## config.mk

```make
export PLATFORM = sky130hd
export DESIGN_NAME = elevator_ctrl_flat
export DESIGN_NICKNAME = d
export VERILOG_FILES = /design/src/rtl/elevator_ctrl_if.sv /design/src/rtl/elevator_ctrl.sv /design/src/flat_wrapper.sv
export SDC_FILE = /design/constraint.sdc
export NUM_CORES = 1
export LEC_CHECK = 0
export CORE_MARGIN = 1
export CORE_UTILIZATION = 58
export CTS_CLUSTER_SIZE = 16
export DETAILED_ROUTE_END_ITERATION = 8
export GPL_ROUTABILITY_DRIVEN = 0
export PLACE_DENSITY = 0.81
export SETUP_SLACK_MARGIN = 0.5
export SYNTH_ARGS = -nofsm -noshare
export SYNTH_HDL_FRONTEND = slang
export SYNTH_SLANG_ARGS = --single-unit
```

## constraint.sdc

```tcl
create_clock -name clk -period 5 [get_ports clk]
set_input_delay 1 -clock clk [delete_from_list [all_inputs] [get_ports clk]]
set_output_delay 1 -clock clk [all_outputs]
set_load 0.03 [all_outputs]
```

## src/rtl/elevator_ctrl_if.sv

```systemverilog
// Signal bundle between the elevator controller (master) and the cabin/shaft side (slave).
// Optional macro ELEV_ESTOP_EN adds the estop input.
interface elevator_ctrl_if #(
  parameter int FLOORS = 4
);
  localparam int FW = (FLOORS > 1) ? $clog2(FLOORS) : 1;

  logic [FLOORS-1:0] call;
  logic              door_closed;
`ifdef ELEV_ESTOP_EN
  logic              estop;
`endif
  logic [FW-1:0]     floor;
  logic [1:0]        motor;
  logic              door_open;
  logic [FLOORS-1:0] pending;
  logic              dir_up;

`ifdef ELEV_ESTOP_EN
  modport master (
    input  call, door_closed, estop,
    output floor, motor, door_open, pending, dir_up
  );
  modport slave (
    output call, door_closed, estop,
    input  floor, motor, door_open, pending, dir_up
  );
`else
  modport master (
    input  call, door_closed,
    output floor, motor, door_open, pending, dir_up
  );
  modport slave (
    output call, door_closed,
    input  floor, motor, door_open, pending, dir_up
  );
`endif

endinterface

```

## src/rtl/elevator_ctrl.sv

```systemverilog
// Single-car elevator controller: request latching, direction preference, travel/door timing.
// Optional macro ELEV_ESTOP_EN adds an emergency stop that freezes the car in place.
module elevator_ctrl #(
  parameter int FLOORS        = 4,
  parameter int DOOR_CYCLES   = 8,
  parameter int TRAVEL_CYCLES = 4
) (
  input  logic            clk,
  input  logic            rst,
  elevator_ctrl_if.master bus
);

  localparam int FW = (FLOORS > 1) ? $clog2(FLOORS) : 1;
  localparam int TW = (TRAVEL_CYCLES > 1) ? $clog2(TRAVEL_CYCLES) : 1;
  localparam int DW = (DOOR_CYCLES > 1) ? $clog2(DOOR_CYCLES) : 1;

  localparam logic [1:0] ST_IDLE      = 2'd0;
  localparam logic [1:0] ST_MOVE_UP   = 2'd1;
  localparam logic [1:0] ST_MOVE_DOWN = 2'd2;
  localparam logic [1:0] ST_DOOR_OPEN = 2'd3;

  localparam logic [1:0] MOTOR_STOP = 2'b00;
  localparam logic [1:0] MOTOR_UP   = 2'b01;
  localparam logic [1:0] MOTOR_DOWN = 2'b10;

  localparam logic [FW-1:0] TOP_FLOOR   = FW'(FLOORS - 1);
  localparam logic [TW-1:0] TRAVEL_LAST = TW'(TRAVEL_CYCLES - 1);
  localparam logic [DW-1:0] DOOR_LAST   = DW'(DOOR_CYCLES - 1);

  logic [1:0]        state_q, state_d;
  logic [FW-1:0]     floor_q, floor_d;
  logic [FLOORS-1:0] pending_q, pending_d;
  logic              dir_up_q, dir_up_d;
  logic [TW-1:0]     travel_cnt_q, travel_cnt_d;
  logic [DW-1:0]     door_cnt_q, door_cnt_d;
  logic [1:0]        motor_q, motor_d;
  logic              door_open_q, door_open_d;

  logic              halt;
  logic [FLOORS-1:0] above_mask;
  logic [FLOORS-1:0] below_mask;
  logic [FLOORS-1:0] call_eff;
  logic              req_here;
  logic              req_above;
  logic              req_below;

`ifdef ELEV_ESTOP_EN
  assign halt = bus.estop;
`else
  assign halt = 1'b0;
`endif

  for (genvar gi = 0; gi < FLOORS; gi++) begin : g_floor_mask
    assign above_mask[gi] = (gi > int'(floor_q));
    assign below_mask[gi] = (gi < int'(floor_q));
  end

  assign req_here  = pending_q[floor_q];
  assign req_above = |(pending_q & above_mask);
  assign req_below = |(pending_q & below_mask);

  // A call at the current floor while the door is open only extends the door time.
  always_comb begin
    call_eff = bus.call;
    if (state_q == ST_DOOR_OPEN) begin
      call_eff[floor_q] = 1'b0;
    end
  end

  always_comb begin
    state_d      = state_q;
    floor_d      = floor_q;
    dir_up_d     = dir_up_q;
    travel_cnt_d = travel_cnt_q;
    door_cnt_d   = door_cnt_q;

    if (!halt) begin
      case (state_q)
        ST_IDLE: begin
          travel_cnt_d = '0;
          door_cnt_d   = '0;
          if (req_here) begin
            state_d = ST_DOOR_OPEN;
          end else if (bus.door_closed) begin
            if (req_above && (dir_up_q || !req_below)) begin
              state_d  = ST_MOVE_UP;
              dir_up_d = 1'b1;
            end else if (req_below) begin
              state_d  = ST_MOVE_DOWN;
              dir_up_d = 1'b0;
            end
          end
        end

        ST_MOVE_UP, ST_MOVE_DOWN: begin
          // An open door holds the travel count where it is.
          if (bus.door_closed) begin
            if (travel_cnt_q == TRAVEL_LAST) begin
              travel_cnt_d = '0;
              floor_d = (state_q == ST_MOVE_UP) ? floor_q + FW'(1) : floor_q - FW'(1);
              if (pending_q[floor_d]) begin
                state_d = ST_DOOR_OPEN;
              end else if ((state_q == ST_MOVE_UP   && floor_d == TOP_FLOOR) ||
                           (state_q == ST_MOVE_DOWN && floor_d == '0)) begin
                state_d = ST_IDLE;
              end
            end else begin
              travel_cnt_d = travel_cnt_q + TW'(1);
            end
          end
        end

        default: begin
          if (bus.call[floor_q]) begin
            door_cnt_d = '0;
          end else if (door_cnt_q == DOOR_LAST) begin
            door_cnt_d = '0;
            state_d    = ST_IDLE;
          end else begin
            door_cnt_d = door_cnt_q + DW'(1);
          end
        end
      endcase
    end
  end

  // Serving a floor clears its request even if a new call arrives in the same cycle.
  always_comb begin
    pending_d = pending_q | call_eff;
    if (state_q != ST_DOOR_OPEN && state_d == ST_DOOR_OPEN) begin
      pending_d[floor_d] = 1'b0;
    end
  end

  always_comb begin
    motor_d     = MOTOR_STOP;
    door_open_d = 1'b0;
    if (!halt) begin
      door_open_d = (state_d == ST_DOOR_OPEN);
      if (bus.door_closed) begin
        if (state_d == ST_MOVE_UP) begin
          motor_d = MOTOR_UP;
        end else if (state_d == ST_MOVE_DOWN) begin
          motor_d = MOTOR_DOWN;
        end
      end
    end
  end

  always_ff @(posedge clk or posedge rst) begin
    if (rst) begin
      state_q      <= ST_IDLE;
      floor_q      <= '0;
      pending_q    <= '0;
      dir_up_q     <= 1'b1;
      travel_cnt_q <= '0;
      door_cnt_q   <= '0;
      motor_q      <= MOTOR_STOP;
      door_open_q  <= 1'b0;
    end else begin
      state_q      <= state_d;
      floor_q      <= floor_d;
      pending_q    <= pending_d;
      dir_up_q     <= dir_up_d;
      travel_cnt_q <= travel_cnt_d;
      door_cnt_q   <= door_cnt_d;
      motor_q      <= motor_d;
      door_open_q  <= door_open_d;
    end
  end

  assign bus.floor     = floor_q;
  assign bus.motor     = motor_q;
  assign bus.door_open = door_open_q;
  assign bus.pending   = pending_q;
  assign bus.dir_up    = dir_up_q;

endmodule

```

## src/flat_wrapper.sv

```systemverilog
// flat-port wrapper written by rule: the top's interface ports become plain ports
module elevator_ctrl_flat 
#(
  parameter int FLOORS        = 4,
  parameter int DOOR_CYCLES   = 8,
  parameter int TRAVEL_CYCLES = 4
)
  (clk, rst, bus_call, bus_door_closed, bus_floor, bus_motor, bus_door_open, bus_pending, bus_dir_up);
  elevator_ctrl_if #(.FLOORS(FLOORS)) bus_i ();
  input  logic clk;
  input  logic rst;
  input wire logic [$bits(bus_i.call)-1:0] bus_call;
  input wire logic [$bits(bus_i.door_closed)-1:0] bus_door_closed;
  output wire logic [$bits(bus_i.floor)-1:0] bus_floor;
  output wire logic [$bits(bus_i.motor)-1:0] bus_motor;
  output wire logic [$bits(bus_i.door_open)-1:0] bus_door_open;
  output wire logic [$bits(bus_i.pending)-1:0] bus_pending;
  output wire logic [$bits(bus_i.dir_up)-1:0] bus_dir_up;
  assign bus_i.call = bus_call;
  assign bus_i.door_closed = bus_door_closed;
  assign bus_floor = bus_i.floor;
  assign bus_motor = bus_i.motor;
  assign bus_door_open = bus_i.door_open;
  assign bus_pending = bus_i.pending;
  assign bus_dir_up = bus_i.dir_up;
  elevator_ctrl #(.FLOORS(FLOORS), .DOOR_CYCLES(DOOR_CYCLES), .TRAVEL_CYCLES(TRAVEL_CYCLES)) u_core (.clk(clk), .rst(rst), .bus(bus_i));
endmodule
```

* Yosys cells after proc, flatten, opt, wreduce, memory -nomap -nowiden
Cells that the tools add are included.
** Cells by class
- Multiplexer cells :: 38
- Add/subtract/negate cells :: 4
- Bitwise gates (word level) :: 8
- Reductions and logical operators :: 18
- $lt $le $gt $ge :: 11
- Eq/ne operators :: 11
** Operators with widths (number)
- two-way mux 2 bit :: 19
- bitwise AND 4 bit :: 3
- == test 2 bit (second input constant) :: 6
- < comparator 2 x 3 -> 1 bit (second input constant) :: 3
- two-way mux 4 bit :: 2
- inverter 4 bit :: 2
- one-hot mux 2 bit (2 select lines) :: 2
- OR reduction 4 bit :: 2
- two-way mux 1 bit :: 7
- binary-select mux 1 bit (select 2 bit) :: 3
- logical AND 1 bit :: 6
- two-way mux 3 bit :: 2
- one-hot mux 3 bit (2 select lines) :: 1
- adder 2 x 1 -> 2 bit (second input constant) :: 2
- bitwise AND 4 x 3 -> 4 bit :: 1
- demux 1 bit (select 2 bit) :: 2
- == test 2 x 1 -> 1 bit (second input constant) :: 2
- >= comparator 2 x 1 -> 1 bit (second input constant) :: 2
- > comparator 2 bit (first input constant) :: 2
- zero test 2 bit :: 2
- < comparator 1 x 2 -> 1 bit (first input constant) :: 2
- != test 2 bit (second input constant) :: 2
- OR 4 bit :: 1
- AND reduction 4 bit :: 1
- other kinds (11) :: 13
** Storage, ports and cells
- Input port bits :: 7
- Register bits after elaboration :: 17
- Output and inout bits :: 10

* Logic depth before layout (Yosys ltp)
- Depth in word-level cells :: 14
- Depth in mapped cells :: 9
- Depth with buffers taken out :: 8

* Worst setup path after synthesis
No wires, ideal clock.
- Kind :: register -> register
- From :: reg u_core.floor_q[1], in the netlist u_core.bus.floor[1]
- To :: reg u_core.door_open_q, in the netlist u_core.bus.door_open
- Library setup time :: 119 ps
- Stages on the path, launching flop included :: 10
- Arrival :: 2310 ps
- Data required time :: 4881 ps
- Path slack :: 2571 ps
- Cells stage by stage :: dfrtp_1 buf_2 inv_1 ha_1 xor2_1 mux4_2 nand4_2 o311a_2 nand3_4 and2_1
** Between the ends
- Cells in the longest elaborated chain, start to end :: 11
** RTL lines
- start, declared :: line elevator_ctrl.sv:31 : logic [FW-1:0] floor_q, floor_d;
- start signal, assigned :: line elevator_ctrl.sv:162 : floor_q <= floor_d;
- subtractor 2 x 1 -> 2 bit, or another cell as far along :: line elevator_ctrl.sv:100 : floor_d = (state_q == ST_MOVE_UP) ? floor_q + FW'(1) : floor_q - FW'(1);
- two-way mux 2 bit / bitwise AND 4 x 3 -> 4 bit (equally long branches) :: line elevator_ctrl.sv:100, elevator_ctrl.sv:60
- == test 2 bit, or another cell as far along :: line elevator_ctrl.sv:103 : end else if ((state_q == ST_MOVE_UP && floor_d == TOP_FLOOR) ||
- logical AND 1 bit, or another cell as far along :: line elevator_ctrl.sv:103
- logical OR 1 bit, on equally long branches :: line elevator_ctrl.sv:103, elevator_ctrl.sv:85
- two-way mux 2 bit / logical AND 1 bit (equally long branches) :: line elevator_ctrl.sv:103, elevator_ctrl.sv:85
- two-way mux 2 bit, on equally long branches :: line elevator_ctrl.sv:101, elevator_ctrl.sv:85
- two-way mux 2 bit, on equally long branches :: line elevator_ctrl.sv:98, elevator_ctrl.sv:84
- two-way mux 2 bit, on equally long branches :: line elevator_ctrl.sv:97, elevator_ctrl.sv:82
- one-hot mux 2 bit (2 select lines) * :: line elevator_ctrl.sv:78 : case (state_q)
- net u_core.state_d[0] :: line elevator_ctrl.sv:30 : logic [1:0] state_q, state_d;
- == test 2 bit * :: line elevator_ctrl.sv:139 : door_open_d = (state_d == ST_DOOR_OPEN);
- net u_core.door_open_d :: line elevator_ctrl.sv:37 : logic door_open_q, door_open_d;
- end signal, assigned :: line elevator_ctrl.sv:168 : door_open_q <= door_open_d;
- end, declared :: line elevator_ctrl.sv:37
Mark *: on every way through the listed nets, which the timed path passes. The rest lies on a longest branch. The select of a mux whose other input is x is not followed.
A chain may end at the register's enable or synchronous reset.

* Worst setup path after layout
- From :: reg u_core.floor_q[0], in the netlist u_core.bus.floor[0]
- To :: out bus_floor[0]
** RTL lines
- end, declared :: line flat_wrapper.sv:14 : output wire logic [$bits(bus_i.floor)-1:0] bus_floor;
No word-level cell between the ends.

==> flow_results.org <==
** Clocking
- Post-CTS repair changed the size of 0 cells.
- Clock Path Buffers :: 2
- After clock tree synthesis, the flow added hold-fix buffers numbering 0.
- Post CTS Setup Buffer Count :: 0
- TritonCTS clock tree :: built
- The number of clock buffers added by TritonCTS is 3.
- Root buffer selected by CTS :: sky130_fd_sc_hd__clkbuf_4
- CTS sink count :: 17
- CTS built an H-tree with a depth of 1.
- Worst-path clk slew :: 100 ps
- At the later pin of the worst-skew pair, clock insertion delay measures 310 ps.

** Setup path
- Critical path type :: flop to primary output
- In this run the register-to-register setup slack is 2440 ps.
- STA puts the critical path data required time at 4000 ps.
- The cell family contributing the most delay on the critical path is buffers and inverters.
- In this run the worst path has a maximum fanout of 12.
- Crit path arrival time :: 1740 ps
- Slowest stage cell, crit path :: sky130_fd_sc_hd__clkdlybuf4s50_1
- Startpoint of the worst register-to-register path :: u_core.bus.floor[0]$_DFF_PP0_
- CP startpoint kind :: flop
- The signal on the critical path passes through clkdlybuf4s50_1.
- In this run the critical register-to-register path is captured at u_core.bus.pending[0]$_DFF_PP0_.
- Counting both buffers and inverters, the worst setup path holds a total of 1.
- The worst setup path is captured at a primary output.
- For this run, the slowest stage of the critical path takes 770 ps.
- The number of cells on the worst reg-to-reg path is 8.

** Hold path
- The worst hold path passes through 2 cells.
- For hold timing, the worst endpoint is u_core.bus.dir_up$_DFFE_PP1P_.
- The startpoint identified for the worst hold timing path is u_core.bus.dir_up$_DFFE_PP1P_.
- Path class of the lowest-slack min-delay path :: flop to flop

** Logic synthesis
- Area share of the largest cell type after synthesis :: 31.78%
- Most frequent cell after synthesis :: sky130_fd_sc_hd__dfrtp_1
- Ranking of synthesized cells by instance count :: sky130_fd_sc_hd__dfrtp_1, sky130_fd_sc_hd__ha_1, sky130_fd_sc_hd__nand2_1, sky130_fd_sc_hd__a21oi_1, sky130_fd_sc_hd__inv_1
- Synthesis produced a netlist with a net count of 145.
- The mapped netlist covers 1260 sq um.
- For this run, asynchronously set or reset flops after synthesis account for 100.0%.
- Synthesized instance count :: 123
- A synthesized cell averages 10.24 sq um.
- Top cells by area in the synthesized netlist :: sky130_fd_sc_hd__dfrtp_1, sky130_fd_sc_hd__ha_1, sky130_fd_sc_hd__mux4_2
- Counting flops with a built-in enable in the synthesized netlist gives 0.
- sky130_fd_sc_hd__dfrtp_1 takes more of the synthesized area than any other cell.
- Flip-flop and latch count after synthesis :: 17
- Warnings, synthesis :: 0
- The synthesized netlist contains 45 unique library cells.
- Portion of the post-synthesis area used by sequential elements :: 33.86%
- Top flip-flop cell by instance count after synthesis :: sky130_fd_sc_hd__dfrtp_1

** Finish
- Final net count :: 162
- Of the cells placed in the final design, the portion with a size suffix greater than 1 is 12.23%.
- The filler cells instantiated in the layout total 146.
- Post-layout instance area :: 1446 sq um
- Synth-to-layout area growth :: 14.80%
- Diode insertion count for antenna repair :: 0

** Flow run
- Max-cap violations :: 0

** GRT
- The number of global-route vias before repair came to 1023.
- For this run, the total global-route usage over all layers was measured as 26.60%.
- Initial antenna violation count :: 0
- Total gr overflow :: 0
- Global-route wire length before repair :: 4.761 mm
- Entering global routing, the biggest net connects 18 pins.

** Timing
- The worst path uses 54.85% of the clock period.
- Setup violations remaining at the end of the flow were counted as 0.
- For the pin with the worst max-slew slack, the measured transition is 629.7 ps.
- Layout Skew :: 15.43 ps
- The smallest clock period supported by the final layout is computed as 2743 ps.
- The tightest hold path in the finished design has a slack of 523.3 ps.
- Worst-case headroom to the max-slew limit :: 57.97%
- Upper clock frequency limit :: 364.6 MHz
- Setup repair after global routing left no endpoint under its margin.
- Sum Neg Setup Slack :: 0 ps
- Once routing completed, OpenROAD measured the worst setup slack at 2257 ps.
- The number of max-slew violations in the final report was 0.
- Final Hold Violating Endpoints :: 0

** Pwr
- Areal power density over the cells :: 708.1 nW/um^2
- Leakage power summed over all cells :: 0.0006290 uW
- Share of power burned in registers :: 27.1%
- Share of total power consumed by net switching :: 49.49%
- Power comes to 1024 uW.
- Combinational logic is responsible for 65.5% of the overall power.
- The worst-case IR drop observed on VDD is 0.4317 mV.
- Cell internal power was estimated by the tool at 517.3 uW.
- Summed over all nets, the switching power comes to 506.9 uW.
- Proportion of power drawn by the clock network :: 7.4%

** Routing
- Routed length per instance :: 16.91 um
- For this block, the initial DRC count from the detailed router was 47.
- Router iterations before antenna repair :: 4
- Via count normalized by instance count :: 6.114
- The routed layout has 1015 vias.
- Residual DRC :: 0
- For this block, the routed nets add up to 2.807 mm of wire.
- Number of routed nets with antenna violations :: 0

** Placement
- OpenSTA, run right after detailed placement, puts the worst setup slack at 2250 ps.
- Port Buffers :: 16
- DP Area :: 1420 sq um
- HPWL Detailed :: 2.091 mm

** Die
- Rows :: 16
- The floorplan step set the die height to 48.61 um.
- The initial utilization of the core area, before any placement, comes to 62.94%.
- The core region is 2002 sq um.
- Number of top-level pins :: 17
- The die covers 2363 sq um.
- DIE WIDTH :: 48.61 um

** Outcome
- The run finished with clean final reports.
## registers in the layout, summed over array words and instances (netlist names)
name and count:
u_core.bus.door_open 1, u_core.door_cnt_q 3, u_core.bus.dir_up 1, u_core.travel_cnt_q 2
u_core.state_q 2, u_core.bus.floor 2, u_core.bus.motor 2, u_core.bus.pending 4
## cell families (layout without fill, tap and decap cells)
group | after synthesis | after routing | share of synthesized area (%)
fa+ha+maj | 15 | 15 | 14.90
flops | 17 | 17 | 33.86
xor+xnor | 1 | 1 | 0.6953
simple gates | 43 | 43 | 21.85
buf+inv | 12 | 28 | 5.263
compound gates | 30 | 30 | 17.28
mux | 5 | 5 | 6.157
## worst max-delay path by stage
| stage | from | endpoint | slack (ps) | cells after the start |
|---|---|---|---|---|
| floorplan | u_core.bus.floor[1]$_DFF_PP0_ | u_core.bus.door_open$_DFF_PP0_ | 2570 | 9 |
| global placement | bus_door_closed | u_core.bus.pending[1]$_DFF_PP0_ | 2240 | 5 |
| detailed placement | bus_door_closed | u_core.bus.pending[1]$_DFF_PP0_ | 2250 | 5 |
| CTS | u_core.bus.floor[0]$_DFF_PP0_ | bus_floor[0] | 2270 | 1 |
| global route | u_core.bus.floor[0]$_DFF_PP0_ | bus_floor[0] | 2230 | 1 |
| finish | u_core.bus.floor[0]$_DFF_PP0_ | bus_floor[0] | 2260 | 1 |
## metrics by stage
step                util [%]  cells
floorplan                  -    123
global placement       70.94    162
detailed placement     70.94    162
CTS                    72.25    166
global route           72.25    166
finish                 72.25    166
## power by group through the flow
| stage | registers (uW) | logic (uW) | clock network [uW] |
|---|---|---|---|
| 2_1_floorplan | 300 | 485 | 0 |
| 3_3_place_gp | 275 | 646 | 0 |
| 3_5_place_dp | 278 | 659 | 0 |
| 4_1_cts | 276 | 666 | 76.3 |
| 5_1_grt | 286 | 729 | 82.0 |
| 6_report | 278 | 670 | 75.7 |
## cells in the final DEF (no fill, tap or decap), types with 2 or more instances in the layout
cell type                         instances
sky130_fd_sc_hd__inv_1                    7
sky130_fd_sc_hd__clkbuf_4                 3
sky130_fd_sc_hd__o21ai_0                  3
sky130_fd_sc_hd__mux4_2                   2
sky130_fd_sc_hd__nor3b_1                  5
sky130_fd_sc_hd__dfrtp_1                 16
sky130_fd_sc_hd__a31oi_1                  5
sky130_fd_sc_hd__a21oi_1                  7
sky130_fd_sc_hd__a22o_1                   5
sky130_fd_sc_hd__nand2_1                 11
sky130_fd_sc_hd__nand4_1                  2
sky130_fd_sc_hd__clkdlybuf4s50_1         16
sky130_fd_sc_hd__nand3b_1                 2
sky130_fd_sc_hd__nand3_1                  4
sky130_fd_sc_hd__ha_1                    15
sky130_fd_sc_hd__nor3_1                   4
sky130_fd_sc_hd__nor2_1                   5
## per-layer routing
layer	vias up	GRT usage, %	wire length [um]
met5	-	0	0
met4	0	12.75	64
met3	7	3.459	106
met2	35	42.13	1343
met1	490	35.90	1293
li1	483	-	-
## final cells by class
type | count | area, sq um | share of cell area, %
multi-input combinational | 94 | 767.0 | 53.03
sequential | 17 | 426.7 | 29.50
timing repair buffer | 16 | 160.2 | 11.07
tap | 27 | 33.78 | 2.336
inverter | 8 | 32.53 | 2.249
clock buffer | 4 | 26.28 | 1.817
Power figures use the tool's default switching activity.
